===== src/rtl/sync_fifo_param.sv =====
// sync_fifo_param: single-clock FIFO with registered read data, occupancy flags and count.
// Define FIFO_ERR_FLAGS_EN to build sticky overflow/underflow flags; otherwise they are tied to 0.
module sync_fifo_param #(
    parameter int DATA_W    = 8,
    parameter int DEPTH     = 16,
    parameter int AF_THRESH = 14,
    parameter int AE_THRESH = 2
) (
    input  logic                       clk,
    input  logic                       rst,
    input  logic                       wr,
    input  logic [DATA_W-1:0]          din,
    input  logic                       rd,
    output logic [DATA_W-1:0]          dout,
    output logic                       full,
    output logic                       empty,
    output logic                       almost_full,
    output logic                       almost_empty,
    output logic [$clog2(DEPTH):0]     count,
    output logic                       overflow,
    output logic                       underflow
);
    localparam int AW = $clog2(DEPTH);
    localparam int CW = AW + 1;

    logic [DATA_W-1:0] mem [DEPTH];
    logic [AW-1:0]     wptr, rptr;
    logic              wr_ok, rd_ok;

    assign full         = count == CW'(DEPTH);
    assign empty        = count == '0;
    assign almost_full  = count >= CW'(AF_THRESH);
    assign almost_empty = count <= CW'(AE_THRESH);
    // a simultaneous read frees the slot, so a write into a full FIFO is still accepted
    assign rd_ok        = rd && !empty;
    assign wr_ok        = wr && (!full || rd);

    always_ff @(posedge clk)
        if (wr_ok && !rst)
            mem[wptr] <= din;

    always_ff @(posedge clk) begin
        if (rst) begin
            wptr  <= '0;
            rptr  <= '0;
            count <= '0;
            dout  <= '0;
        end else begin
            if (wr_ok)
                wptr <= wptr + 1'b1;
            if (rd_ok) begin
                dout <= mem[rptr];
                rptr <= rptr + 1'b1;
            end
            count <= count + CW'(wr_ok) - CW'(rd_ok);
        end
    end

`ifdef FIFO_ERR_FLAGS_EN
    always_ff @(posedge clk) begin
        if (rst) begin
            overflow  <= 1'b0;
            underflow <= 1'b0;
        end else begin
            overflow  <= overflow | (wr && full && !rd);
            underflow <= underflow | (rd && empty);
        end
    end
`else
    assign overflow  = 1'b0;
    assign underflow = 1'b0;
`endif
endmodule


===== config.mk =====
export PLATFORM = sky130hd
export DESIGN_NAME = sync_fifo_param
export DESIGN_NICKNAME = d
export VERILOG_FILES = /design/src/rtl/sync_fifo_param.sv
export SDC_FILE = /design/constraint.sdc
export NUM_CORES = 1
export LEC_CHECK = 0
export CAP_MARGIN = 15
export CORE_UTILIZATION = 45
export CTS_BUF_LIST = sky130_fd_sc_hd__clkbuf_8
export CTS_CLUSTER_SIZE = 24
export DETAILED_ROUTE_END_ITERATION = 8
export PLACE_DENSITY = 0.67
export SYNTH_ARGS = -nofsm -noshare
export SYNTH_HDL_FRONTEND = slang
export SYNTH_SLANG_ARGS = --single-unit

===== constraint.sdc =====
create_clock -name clk -period 3.4 [get_ports clk]
set_clock_uncertainty 0.2 [all_clocks]
set_input_delay 0.85 -clock clk [delete_from_list [all_inputs] [get_ports clk]]
set_output_delay 0.85 -clock clk [all_outputs]
set_load 0.005 [all_outputs]

; ---- Word-level counts from Yosys, hierarchy flattened
; Memories as Yosys holds them, arrays and structs flattened. A register that Yosys moved wholly into a read port is not among the register bits.
; Index checks and enable logic that the tools add are counted.
[op_classes]
order_cmp = 2
n_reduce_logical = 8
div_mod_pow = 0
bitwise = 0
eq_ne = 1
add_sub_neg = 4
mul = 0
shifts = 0
n_mux = 2
[ops]
columns = operator, count
row1 = $add 4x1->4 const B, 2
row2 = $add 5x1->5, 1
row3 = $eq 5x5->1 const B, 1
row4 = $ge 5x4->1 const B, 1
row5 = $le 5x2->1 const B, 1
row6 = $logic_not 5->1, 1
row7 = $sub 5x1->5, 1
row8 = $logic_and 1x1->1, 3
row9 = $logic_not 1->1, 3
row10 = $mux 1, 2
row11 = $logic_or 1x1->1, 1
[word_totals]
register_bits = 13
latch_bits = 0
mem_bits_rw = 128
mem_bits_ro = 0
mem_count = 1
[mem_list]
columns = memory, words, word_bits, read_ports, rd_clocked_by_memory_dff, write_ports, line
row1 = mem, 16, 8, 1, 1, 1, 26  ; logic [DATA_W-1:0] mem [DEPTH];

; ---- Longest topological paths before layout
; Gate-level depths: netlist of run 1.
[logic_depth]
word_depth = 7
ltp_mapped = 14

; ---- Least setup slack after synthesis of run 1
; OpenSTA, ideal clock, no wires.
[synth_timing]
kind = flip-flop to flip-flop
start = reg count[2]
end = reg count[4]
required_time_ps = 3072
n_path_buf = 0
path_stages_with_launch = 15
path_slack_ps = 496
arrival_ps = 2577
path_cell_list = dfxtp_1 -> inv_1 -> ha_1 -> or4b_4 -> nand2_2 -> inv_1 -> ha_1 -> inv_1 -> ha_1 -> inv_1 -> fa_1 -> o21bai_1 -> a21oi_1 -> xnor2_1 -> nor2_1
[synth_between]
word_cells_on_any_way = 9
classes_between = 2 x add/sub / 1 x eq/ne / 6 x reduce/logical
[synth_rtl]
columns = item, line
row1 = "start, declared", 19  ; output logic [$clog2(DEPTH):0] count,
row2 = "start signal, assigned", 55  ; count <= count + CW'(wr_ok) - CW'(rd_ok);
row3 = $logic_not 5->1, 31  ; assign empty = count == '0;
row4 = $logic_not 1->1, 35  ; assign rd_ok = rd && !empty;
row5 = $logic_and 1x1->1, 35
row6 = net rd_ok, 28  ; logic wr_ok, rd_ok;
row7 = $sub 5x1->5, 55
; The timed path passes the listed nets, and every way through them passes these cells.
; A chain may end at the register's enable or synchronous reset.

; ---- Worst setup path in the final report of run 1
[layout_timing]
start = reg count[2]
end = out empty
[layout_between]
elab_chain_len = 1
[layout_rtl]
columns = item, line
row1 = $logic_not 5->1, 31
row2 = "end, declared", 16  ; output logic empty,
; Every way passes these cells.

==> reports/metrics.cfg, run 1 <==
[synthesis]
synth_flop_cell=edfxtp_1
synth_area_per_cell_um2=18.5
ys_warn_count=0
synth_edf_count=128
synth_area_um2=6190
synth.distinct_cells=34
syn_inst=334
synth-async-reset-ratio_pct=0
seq_area_frac_synth_pct=68.9
ys_seq_elements=149

[floorplan]
rows=42
initial_utilization_pct=46.4
dieArea_um2=14200
fp.coreArea_um2=13300
die_width_um=119
dieHeight_um=119
io_pins=31

[sta]
finalHoldViolCount=0
finalSetupViolations=0
slew_viol_final=0
period_share_pct=95.3
min_period_ns=3.24
slew_headroom_pct=40.8
tns_ns=0
rsz0062_at_grt=false
max_freq_ghz=0.309
worst_pin_slew_ns=0.886

[final_layout]
syn2layout_area_growth_pct=15.0
drive_gt1_share_pct=16.0
final_cell_mix=edfxtp_1, clkdlybuf4s50_1, mux4_1
layout_commonest_cell=edfxtp_1
diodes=0
nets=416
fin_cells=576

[clock_tree]
cts_made_buffers=17
cts_tree=built
cts.path.max_buffers=2
path_clk_slew_ns=0.08
insertion_delay_ns=0.46
cts_num_sinks=149
cts_root_buf=clkbuf_8
h-tree-depth=4

[detailed_routing]
wl_per_cell_um=19.2
initialDrtViolationCount=182
drc=0
drtAntennaViolNets=0
firstDrtPassIters=4
dr_total_vias=3088
wirelength_um=11100
via_per_inst=5.36

[critical_path]
path_common_cell=inv_1
cp_top_family=buffers and inverters
worst-setup-path-type=register to primary output
critPathBufInv=3
crit_path_top_delay_cell=or4b_4
slowest_delay_ns=0.49
cp-start-kind=register
worstPathCellList=inv_1 -> ha_2 -> or4b_4 -> inv_1 -> clkdlybuf4s50_1
end_kind=primary output
path_max_fanout=5
cp.required_ns=2.35
arrival_ns=2.19

[global_route]
grt_pass1_vias=3202
antenna_found_initial=0
grt_pass1_wl_um=17500
grt_max_degree=36
overflow=0
groute.usage.overall_pct=17.5

[run_status]
outcome=finished clean

[place]
place_inst=544
dp_hpwl_um=7220
place_congestion=0.813
portBuffers=28

[power_and_ir_drop]
finalPower_mw=4.46
power_per_cell_area_nw_per_um2=627
ir_drop_v=0.000379
power.leakage_nw=2.38

[min_path]
hold_path_class=register to register

[run]
drv_cap=0

==> power breakdown <==
| part | leakage, nW | internal [mW] | switching, mW |
|---|---|---|---|
| clock network | 0.184 | 0.560 | 0.643 |
| registers | 1.33 | 2.07 | 0.129 |
| logic | 0.867 | 0.614 | 0.446 |
==> flip-flops by register name, indices dropped and copies added (netlist names) <==
name and flops:
mem 128, rptr 4, wptr 4, dout 8, count 5
==> layer usage <==
layer / global-route usage, % / vias up / part of all wire (%)
li1: - / 1431 / -
met1: 22.7 / 1563 / 44
met2: 27.5 / 84 / 50
met3: 6.08 / 10 / 4.8
met4: 6.25 / 0 / 1.1
met5: 0 / - / 0
==> metrics by stage <==
stage                     instance area (µm²)  hold slack (ns)  util (%)  worst slack, ns
after floorplan                          6190            0.278         -            0.496
after global placement                   6760            0.286      50.6            0.140
after detailed placement                 6760            0.312      50.6           0.0340
after CTS                                7110            0.322      53.3           0.0692
after global routing                     7120            0.371      53.3           0.0226
final                                    7120            0.320      53.3            0.161
==> tightest hold or removal path: cells and delay by family (launching register included) <==
family | cells | cell delay [ns]
flops | 1 | 0.34
compound gates | 2 | 0.14
==> repair_timing <==
item                       in CTS  in global routing
hold endpoints to repair        0                  0
resized for setup               0                  1
setup endpoints to repair       0                  1
setup buffers                   0                  0
hold buffers                    0                  0
==> synth_stat cells, types with 2 or more instances <==
cell | instances | area (µm²)
edfxtp_1 | 128 | 3840
mux4_1 | 27 | 709
nor2_1 | 22 | 82.6
dfxtp_1 | 21 | 420
mux2i_1 | 17 | 170
ha_1 | 16 | 200
inv_1 | 15 | 56.3
nand3b_1 | 9 | 67.6
nand2_1 | 8 | 30.0
o221ai_1 | 8 | 70.1
buf_2 | 6 | 30.0
xnor2_1 | 6 | 52.6
a21oi_1 | 5 | 25.0
mux4_2 | 5 | 113
buf_4 | 4 | 30.0
buf_6 | 4 | 45.0
clkbuf_1 | 4 | 15.0
nor3_1 | 4 | 20.0
nand3_1 | 3 | 15.0
a211oi_1 | 2 | 15.0
nand2b_1 | 2 | 12.5
nor2b_1 | 2 | 12.5
o21ai_0 | 2 | 10.0
o21bai_1 | 2 | 15.0
or3_1 | 2 | 12.5
xor2_1 | 2 | 17.5
==> cells by family after synthesis <==
kind of cell	count (synthesis)	share of synthesized area, %
mux	49	16.0
buf+inv	33	2.85
fa+ha+maj	17	3.56
simple gates	56	5.03
flops	149	68.9
other cells	1	0.0606
compound gates	21	2.43
xor+xnor	8	1.13
==> path summary, 6_finish.rpt <==
path / start / endpoint / slack [ns] / depth (start not counted)
worst min register to register: rptr[3] / rptr[3] / 0.32 / 2
worst max register to register: count[2] / count[4] / 0.39 / 14
worst min-delay path: rptr[3] / rptr[3] / 0.32 / 2
worst max-delay path: count[2] / empty / 0.16 / 5
==> area by class of cell <==
| cell class | count | area [µm²] |
|---|---|---|
| Clock inverter | 12 | 80.1 |
| Clock buffer | 20 | 275 |
| Multi-Input combinational cell | 153 | 1750 |
| Timing Repair Buffer | 51 | 465 |
| Inverter | 15 | 56.3 |
| Sequential cell | 149 | 4270 |
| Tap cell | 176 | 220 |
| Fill cell | 1086 | 6230 |
(Power assumes the default switching activity.)
==> run 2, diff against run 1 <==
Settings changed: CTS_CLUSTER_DIAMETER from default to 50.
==> results of run 2 <==
Same layout as run 1: the final DEF is identical, and so are final timing and power.
